File: config.mk
export PLATFORM = sky130hd
export DESIGN_NAME = lfsr16
export DESIGN_NICKNAME = d
export VERILOG_FILES = /design/src/rtl/hififo_pkg.sv /design/src/rtl/lfsr16.sv
export SDC_FILE = /design/constraint.sdc
export NUM_CORES = 1
export LEC_CHECK = 0
export BUFFER_PORTS_ARGS = -buffer_cell sky130_fd_sc_hd__buf_2
export CORE_AREA = 2 2 39 41
export DETAILED_ROUTE_END_ITERATION = 7
export DIE_AREA = 0 0 41 43
export GPL_TIMING_DRIVEN = 0
export REMOVE_ABC_BUFFERS = 1
export SLEW_MARGIN = 20
export SYNTH_ARGS = -nofsm -noshare
export SYNTH_HDL_FRONTEND = slang
export SYNTH_SLANG_ARGS = --single-unit
export TNS_END_PERCENT = 100
File: constraint.sdc
create_clock -name clock -period 1.05 [get_ports clock]
set_input_delay 0.21 -clock clock [delete_from_list [all_inputs] [get_ports clock]]
set_output_delay 0.21 -clock clock [all_outputs]
set_load 0.05 [all_outputs]
File: src/rtl/hififo_pkg.sv
// rtl/hififo_pkg.sv - shared state encoding, control bit indices and LFSR seed
package hififo_pkg;

  typedef enum logic [1:0] {
    ST_IDLE  = 2'd0,
    ST_SYNC  = 2'd1,
    ST_CHECK = 2'd2,
    ST_HALT  = 2'd3
  } state_e;

  localparam int CTRL_EN_BIT   = 0;
  localparam int CTRL_CLR_BIT  = 1;
  localparam int CTRL_HALT_BIT = 2;
  localparam int CTRL_THR_BIT  = 3;

  localparam logic [15:0] LFSR_SEED = 16'hACE1;

endpackage

File: src/rtl/lfsr16.sv
// rtl/lfsr16.sv - 16-bit Fibonacci LFSR (taps 16,14,13,11), advances every cycle
module lfsr16
  import hififo_pkg::*;
(
  input  logic clock,
  input  logic rst_n,
  output logic bit_o
);

  logic [15:0] lfsr_q;
  logic [15:0] lfsr_d;

  // Right-shifting form: taps 16,14,13,11 land on bits 0,2,3,5.
  assign lfsr_d = {lfsr_q[0] ^ lfsr_q[2] ^ lfsr_q[3] ^ lfsr_q[5], lfsr_q[15:1]};
  assign bit_o  = lfsr_q[0];

  always_ff @(posedge clock or negedge rst_n) begin
    if (!rst_n) begin
      lfsr_q <= LFSR_SEED;
    end else begin
      lfsr_q <= lfsr_d;
    end
  end

endmodule

==> results of run 1 <==
[stage by stage]
stage,setup WS [ps],cell area (sq um)
after global routing,-173,524
after global placement,72.1,467
after floorplan,-21.2,437
after CTS,-141,517
after detailed placement,62.2,467
final,-128,524
[repair_timing]
| action | in CTS | in global routing |
|---|---|---|
| hold buffers | 1 | 0 |
| pin swaps | 0 | 1 |
| endpoints found under the setup margin | 1 | 2 |
| endpoints found under the hold margin | 8 | 0 |
| gates resized for setup | 3 | 1 |
| buffers inserted | 1 | 0 |
[metal layers]
metal	GRT usage	vias up	part of all wire
li1	-	71	-
met1	0.104	92	0.43
met2	0.0875	7	0.47
met3	0.0942	0	0.10
met4	0.0200	0	0
met5	0	-	0
[logic make-up after synthesis]
family / synth area share
xor+xnor: 0.0602
flops: 0.940
[path summary, 6_finish.rpt]
kind,start,to,depth (start not counted)
min in group clock,lfsr_q[7]$_DFF_PN1_,lfsr_q[6]$_DFF_PN1_,0
hold reg to reg,lfsr_q[7]$_DFF_PN1_,lfsr_q[6]$_DFF_PN1_,0
hold / removal,rst_n,lfsr_q[3]$_DFF_PN0_,2
setup / recovery,lfsr_q[0]$_DFF_PN1_,bit_o,1
setup reg to reg,lfsr_q[0]$_DFF_PN1_,lfsr_q[15]$_DFF_PN1_,3
max in group asynchronous,rst_n,lfsr_q[15]$_DFF_PN1_,2
[layout make-up]
| class | instances | area (sq um) |
|---|---|---|
| fill | 134 | 860 |
| multi-input combinational | 3 | 33.8 |
| sequential | 16 | 410 |
| timing repair buffer | 4 | 37.5 |
| clock buffer | 3 | 22.5 |
| tap | 16 | 20.0 |
[placed cells by master, fill, tap and decap left out, drive strengths merged]
cell / Yosys / layout
clkbuf: 0 / 3
dlygate4sd3: 0 / 1
dfstp: 8 / 8
buf: 0 / 3
xor2: 1 / 1
dfrtp: 8 / 8
xnor2: 2 / 2
[power by group through the flow]
stage	Combinational (uW)	Sequential (uW)	Clock (uW)
final	14.1	617	284
after global placement	11.3	628	0
after global routing	16.8	618	348
after floorplan	0.0000126	628	0
after CTS	14.8	617	301
after detailed placement	12.1	628	0
==> results.json, run 1 <==
{
  "period_needed_ps": 1180,
  "core.rowCount": 14,
  "synth_area_leaders": "dfstp_2 (48%), dfrtp_1 (46%), xnor2_1 (4.0%), xor2_1 (2.0%)",
  "routed_wl_um": 463,
  "p_total_uw": 916,
  "htree_levels": 1,
  "cts_tree": "yes",
  "utilization": 0.379,
  "drive_gt1_frac": 0.577,
  "drc": 0,
  "cts-buffers-inserted": 3,
  "gr-total-overflow": 0,
  "slowest_delay_ps": 550,
  "synth_warnings": 0,
  "seq_area_frac_synth": 0.940,
  "die_h_um": 43,
  "hold_slack_ps": 348,
  "fin_skew_ps": 7.92,
  "max-vdd-ir-drop_mv": 0.899,
  "tightestPinTransition_ps": 312,
  "first_iter_violations": 1,
  "grt_pass1_vias": 178,
  "setup_viol_count_final": 1,
  "area_growth_pct": 20.1,
  "end_kind": "output port",
  "setup_slack_ps": -128,
  "path_delay_family": "flip-flops",
  "final_cells": 42,
  "wl_per_cell_um": 11.0,
  "grt_max_degree": 17,
  "tns_ps": -128,
  "antenna_found_initial": 0,
  "switching_share": 0.177,
  "antenna-diode-count": 0,
  "synth.top_cell.area_share": 0.481,
  "grt_setup_unrepaired": "yes",
  "die_w_um": 41,
  "dr.pass1.iters": 4,
  "synth_top_flop_cell": "dfstp_2",
  "finalHoldViolCount": 0,
  "place_inst": 37,
  "power_frac_comb": 0.015,
  "port-buffer-count": 2,
  "fin_nets": 30,
  "pwr_density_cell_nw_per_um2": 1750,
  "timing.critical_path.buf_inv": 1,
  "critPathSlowestCell": "dfstp_2",
  "reg_top3": "lfsr_q: 16 flops",
  "max_slew_margin": 0.792,
  "synth.distinct_cells": 4,
  "path_cells": "buf_8",
  "yosysTopAreaCell": "dfstp_2",
  "clockBufferDepth": 2,
  "clock_sinks": 16,
  "maxCapViolations": 0,
  "cp_data_required_time_ps": 840,
  "gp_congestion": 0.614,
  "yosys-top-cells-count": "dfrtp_1 (8), dfstp_2 (8), xnor2_1 (2)",
  "dieArea_sq_um": 1760,
  "clock_latency_ps": 270,
  "ys_seq_elements": 16,
  "vias_per_cell": 4.05,
  "p_int_uw": 754,
  "synth_edf_count": 0,
  "hp-class": "in -> async",
  "synthArstFlopShare": 1.00,
  "p_seq_frac": 0.674,
  "outcome": "finished with violations",
  "core_sq_um": 1380,
  "ios": 3,
  "p_leak_uw": 0.000241,
  "finalCritPeriodShare": 1.12,
  "clockRootBuffer": "clkbuf_4",
  "initial_core_util": 0.316,
  "slew_viol_final": 0,
  "path_class": "reg -> out",
  "max_clock_freq_mhz": 849,
  "clkTransAtPathRegs_ps": 80,
  "largest_register_ffs": 16,
  "antenna_left": 0,
  "switching_power_uw": 162,
  "arrival_ps": 970,
  "start_kind": "register",
  "r2r_setup_slack_ps": 10,
  "cp_max_fo": 2,
  "top_register": "lfsr_q",
  "violations": "negative setup slack",
  "pwr-share-clk": 0.310,
  "route.vias.total": 170,
  "grt_pass1_wl_um": 821,
  "synth_area_sq_um": 437,
  "place_hpwl_um": 278,
  "syn_inst": 19,
  "avgSynthCellArea_sq_um": 23.0,
  "grtUsageTotal": 0.0809
}
Note: power is estimated with default switching activity, not from simulation.
==> run 2, diff against run 1 <==
==> constraint.sdc (replaced) <==
create_clock -name clock -period 1.3 [get_ports clock]
set_input_delay 0.26 -clock clock [delete_from_list [all_inputs] [get_ports clock]]
set_output_delay 0.26 -clock clock [all_outputs]
set_load 0.05 [all_outputs]
==> run 2 against run 1 <==
The run now ends clean. Non-clock buffer count down 1. Hold slack about the same. Final area down 3.6%. Largest cell class unchanged.
==> results.json, run 2 (synthesis results as in run 1) <==
{
  "grt_pass1_vias": 178,
  "grt_max_degree": 17,
  "core.rowCount": 14,
  "p_leak_uw": 0.000235,
  "tns_ps": 0,
  "die_w_um": 41,
  "grtUsageTotal": 0.0809,
  "end_kind": "output port",
  "clockRootBuffer": "clkbuf_4",
  "antenna-diode-count": 0,
  "start_kind": "register",
  "max_slew_margin": 0.793,
  "place_hpwl_um": 278,
  "dr.pass1.iters": 4,
  "dp_slack_ps": 262,
  "timing.critical_path.buf_inv": 1,
  "clockBufferDepth": 2,
  "reg_top3": "lfsr_q: 16 flops",
  "drc": 0,
  "top_register": "lfsr_q",
  "place_area_sq_um": 467,
  "slew_viol_final": 0,
  "grt_setup_unrepaired": "no",
  "cp_data_required_time_ps": 1040,
  "clkTransAtPathRegs_ps": 80,
  "antenna_left": 0,
  "core_sq_um": 1380,
  "nFillCells": 130,
  "gr-total-overflow": 0,
  "slowest_delay_ps": 550,
  "cts_tree": "yes",
  "max_clock_freq_mhz": 804,
  "fin_skew_ps": 7.65,
  "dieArea_sq_um": 1760,
  "finalCritPeriodShare": 0.956,
  "arrival_ps": 980,
  "area_growth_pct": 15.8,
  "maxCapViolations": 0,
  "port-buffer-count": 2,
  "first_iter_violations": 1,
  "final_cell_mix": "dfstp_2 (8), dfrtp_1 (8), clkbuf_4 (3)",
  "clock_latency_ps": 270,
  "path_class": "reg -> out",
  "multi_input_area_sq_um": 26.3,
  "routed_wl_um": 441,
  "hp-class": "reg -> reg",
  "cp_max_fo": 2,
  "vias_per_cell": 3.98,
  "critPathSlowestCell": "dfstp_2",
  "finalHoldViolCount": 0,
  "period_needed_ps": 1240,
  "tightestPinTransition_ps": 311,
  "grt_pass1_wl_um": 821,
  "path_cells": "buf_6",
  "setup_slack_ps": 56.7,
  "cts-buffers-inserted": 3,
  "pwr_density_cell_nw_per_um2": 1460,
  "outcome": "complete, no violations",
  "wl_per_cell_um": 10.8,
  "gp_congestion": 0.614,
  "ios": 3,
  "utilization": 0.365,
  "final_design_area_no_fill_sq_um": 505,
  "die_h_um": 43,
  "seq_area_sq_um": 410,
  "postCtsSetupRepairBufs": 0,
  "route.vias.total": 163,
  "initial_core_util": 0.316,
  "antenna_found_initial": 0,
  "fin_nets": 29,
  "setup_viol_count_final": 0,
  "max-vdd-ir-drop_mv": 0.722,
  "htree_levels": 1,
  "largest_register_ffs": 16,
  "path_delay_family": "flip-flops",
  "clock_sinks": 16,
  "drive_gt1_frac": 0.520
}
run 2: cell count changes in the layout (fill, tap and decap cells not counted):
| cell | before | now |
|---|---|---|
| buf_4 | 1 | 0 |
| buf_6 | 0 | 1 |
| buf_8 | 1 | 0 |
| xor2_1 | 0 | 1 |
| xor2_2 | 1 | 0 |
run 2: cell type report:
cell class / instances / share of cell area
repair buffers: 3 / 0.0520
flip-flops and latches: 16 / 0.812
clock buffers: 3 / 0.0446
well taps: 16 / 0.0396
multi-input cells: 3 / 0.0520
run 2: final timing paths:
| path | startpoint | endpoint | slack (ps) | depth (start not counted) |
|---|---|---|---|---|
| max in group asynchronous | rst_n | lfsr_q[15]$_DFF_PN1_ | 600 | 2 |
| worst max register to register | lfsr_q[0]$_DFF_PN1_ | lfsr_q[15]$_DFF_PN1_ | 330 | 2 |
| worst min register to register | lfsr_q[7]$_DFF_PN1_ | lfsr_q[6]$_DFF_PN1_ | 350 | 0 |
| worst min-delay path | lfsr_q[7]$_DFF_PN1_ | lfsr_q[6]$_DFF_PN1_ | 350 | 0 |
| min in group asynchronous | rst_n | lfsr_q[3]$_DFF_PN0_ | 400 | 2 |
| worst max-delay path | lfsr_q[0]$_DFF_PN1_ | bit_o | 60 | 1 |
run 2: metrics by stage:
step / power [uW] / hold WS, ps / instances
6_report: 739 / 348 / 41
3_5_place_dp: 517 / 169 / 37
5_1_grt: 794 / 355 / 41
3_3_place_gp: 517 / 159 / 37
4_1_cts: 754 / 349 / 41
2_1_floorplan: 508 / -35.6 / 19
run 2: metal layers:
layer,wire (um),GRT usage
met4,0,0.0200
met5,0,0
met1,201,0.104
met3,49,0.0942
met2,191,0.0875
run 2: timing repair:
item,4_1_cts,5_1_grt
hold buffers,1,0
hold endpoints to repair,8,0
resized for setup,1,1
pin swaps,0,0
setup endpoints to repair,1,1
run 2: power by group:
part           internal [uW]  total (uW)  switching, uW
Sequential               499         499              0
Clock                    107         229            122
Combinational           3.05        11.4           8.33
==> run 3, diff against run 2 <==
--- a/config.mk
+++ b/config.mk
@@ -5,6 +5,7 @@
 export SDC_FILE = /design/constraint.sdc
 export NUM_CORES = 1
 export LEC_CHECK = 0
+export ABC_AREA = 1
 export BUFFER_PORTS_ARGS = -buffer_cell sky130_fd_sc_hd__buf_2
 export CORE_AREA = 2 2 39 41
 export DETAILED_ROUTE_END_ITERATION = 7
==> run 3 against run 2 <==
Via count is 44% higher. Final area is 14% higher. Maximum frequency is 0.13% lower. Routed wire length is 38% higher. Critical endpoint unchanged.
==> results.json, run 3 <==
{
  "outcome": "complete, no violations",
  "largest_register_ffs": 16,
  "setup_viol_count_final": 0,
  "drc": 0,
  "clock_latency_ps": 270,
  "slew_viol_final": 0,
  "core_sq_um": 1380,
  "grt_pass1_wl_mm": 1.19,
  "period_needed_ps": 1240,
  "crit_path_start": "lfsr_q[0]$_DFF_PN1_",
  "grt_max_degree": 17,
  "route.vias.total": 234,
  "utilization": 0.416,
  "place_inst": 51,
  "cts_tree": "yes",
  "synth_edf_count": 0,
  "die_h_um": 43,
  "cts-buffers-inserted": 3,
  "p_int_uw": 672,
  "path_delay_family": "flip-flops",
  "dieArea_sq_um": 1760,
  "r2r-start": "lfsr_q[0]$_DFF_PN1_",
  "path_cells": "buf_8",
  "antenna_found_initial": 0,
  "core.rowCount": 14,
  "cp_max_fo": 3,
  "ys_seq_elements": 16,
  "clkTransAtPathRegs_ps": 80,
  "ios": 3,
  "hold_start": "lfsr_q[9]$_DFF_PN0_",
  "synth_area_sq_um": 482,
  "max-vdd-ir-drop_mv": 0.429,
  "p_leak_uw": 0.000276,
  "die_w_um": 41,
  "synth.top_cell.area_share": 0.436,
  "yosys-top-cells-count": "nand2_1 (9), dfrtp_1 (8), dfstp_2 (8)",
  "pwr-share-clk": 0.374,
  "first_iter_violations": 5,
  "cp_data_required_time_ps": 1040,
  "nFillCells": 135,
  "htree_levels": 1,
  "port-buffer-count": 2,
  "finalCritPeriodShare": 0.958,
  "tightestPinTransition_ps": 318,
  "drive_gt1_frac": 0.390,
  "wl_per_cell_um": 10.7,
  "initial_core_util": 0.348,
  "switching_power_uw": 143,
  "fin_skew_ps": 1.24,
  "antenna-diode-count": 0,
  "p_total_uw": 815,
  "max_slew_margin": 0.788,
  "area_growth_pct": 19.5,
  "end_kind": "output port",
  "routed_wl_um": 608,
  "gp_congestion": 0.636,
  "arrival_ps": 980,
  "slowest_delay_ps": 560,
  "reg_top3": "lfsr_q: 16 flops",
  "finalHoldViolCount": 0,
  "synth_warnings": 0,
  "seq_area_frac_synth": 0.852,
  "final_common_cell": "nand2_1",
  "dp_slack_ps": 234,
  "maxCapViolations": 0,
  "antenna_left": 0,
  "power_frac_comb": 0.014,
  "vias_per_cell": 4.11,
  "timing.critical_path.buf_inv": 1,
  "yosysTopAreaCell": "dfstp_2",
  "final_cell_mix": "nand2_1 (9), dfstp_2 (8), dfrtp_1 (8)",
  "top_register": "lfsr_q",
  "start_kind": "register",
  "final_cells": 57,
  "path_class": "reg -> out",
  "syn_inst": 33,
  "avgSynthCellArea_sq_um": 14.6,
  "dr.pass1.iters": 3,
  "clockBufferDepth": 2,
  "max_clock_freq_mhz": 803,
  "place_area_sq_um": 512,
  "critPathSlowestCell": "dfstp_2",
  "p_seq_frac": 0.612,
  "fin_nets": 44,
  "switching_share": 0.176,
  "setup_slack_ps": 55.1,
  "synth_area_leaders": "dfstp_2 (44%), dfrtp_1 (42%), nand2_1 (7.0%), inv_1 (3.9%), xnor2_1 (1.8%)",
  "grtUsageTotal": 0.115,
  "synth.distinct_cells": 7,
  "place_hpwl_um": 431,
  "grt_pass1_vias": 266,
  "yosysMostFrequentCell": "nand2_1",
  "hp-class": "reg -> reg",
  "gr-total-overflow": 0,
  "synth_top_flop_cell": "dfstp_2",
  "final_design_area_no_fill_sq_um": 576,
  "clockRootBuffer": "clkbuf_4",
  "synthArstFlopShare": 1.00,
  "pwr_density_cell_nw_per_um2": 1420,
  "clock_sinks": 16
}
run 3: cell types whose count changed in the layout (fill, tap and decap cells not counted):
cell,change
xnor2_1,-1
nand2_1,+9
clkbuf_8,+1
nor2_2,+1
inv_1,+5
buf_4,+1
xor2_1,-1
buf_6,-1
nor2_1,+1
buf_8,+1
run 3: worst paths after layout:
path	endpoint	slack [ps]	depth (start not counted)
hold reg to reg	lfsr_q[8]$_DFF_PN0_	360	0
min in group asynchronous	lfsr_q[12]$_DFF_PN0_	400	2
hold / removal	lfsr_q[8]$_DFF_PN0_	360	0
setup / recovery	bit_o	60	1
max in group asynchronous	lfsr_q[5]$_DFF_PN1_	610	2
setup reg to reg	lfsr_q[15]$_DFF_PN1_	280	4
run 3: cells by family after synthesis:
logic type	Yosys count	synth area share
and+or+nand+nor	11	0.0909
xor gates and xnor gates	1	0.0182
buffers and inverters	5	0.0390
DFF	16	0.852
run 3: area by class of cell:
| type | count | area (sq um) | area share |
|---|---|---|---|
| clock buffer | 4 | 36.3 | 0.0630 |
| inverter | 5 | 18.8 | 0.0326 |
| multi-input combinational | 12 | 52.6 | 0.0913 |
| sequential | 16 | 410 | 0.713 |
| tap | 16 | 20.0 | 0.0348 |
| timing repair buffer | 4 | 37.5 | 0.0652 |
run 3: stage by stage:
step | hold slack [ps] | setup TNS (ps)
global placement | 164 | 0
detailed placement | 174 | 0
floorplan | -35.6 | 0
global route | 367 | -0.158
CTS | 355 | 0
finish | 356 | 0
run 3: layer usage:
metal	GRT usage	part of all wire	vias to the layer above
met1	0.122	0.40	122
met4	0.0800	0	0
met5	0	0	-
li1	-	-	110
met3	0.0785	0.035	0
met2	0.156	0.57	2
run 3: what timing repair did:
action | in CTS | in global routing
hold buffers | 1 | 0
resized for setup | 2 | 1
setup endpoints to repair | 1 | 1
setup buffers | 0 | 1
endpoints found under the hold margin | 8 | 0
run 3: power groups by stage:
stage	combinational (uW)	sequential (uW)	clock (uW)
2_1_floorplan	0.0000396	508	0
3_3_place_gp	9.47	507	0
3_5_place_dp	10.0	507	0
4_1_cts	12.2	499	322
5_1_grt	13.6	499	367
6_report	11.5	499	305
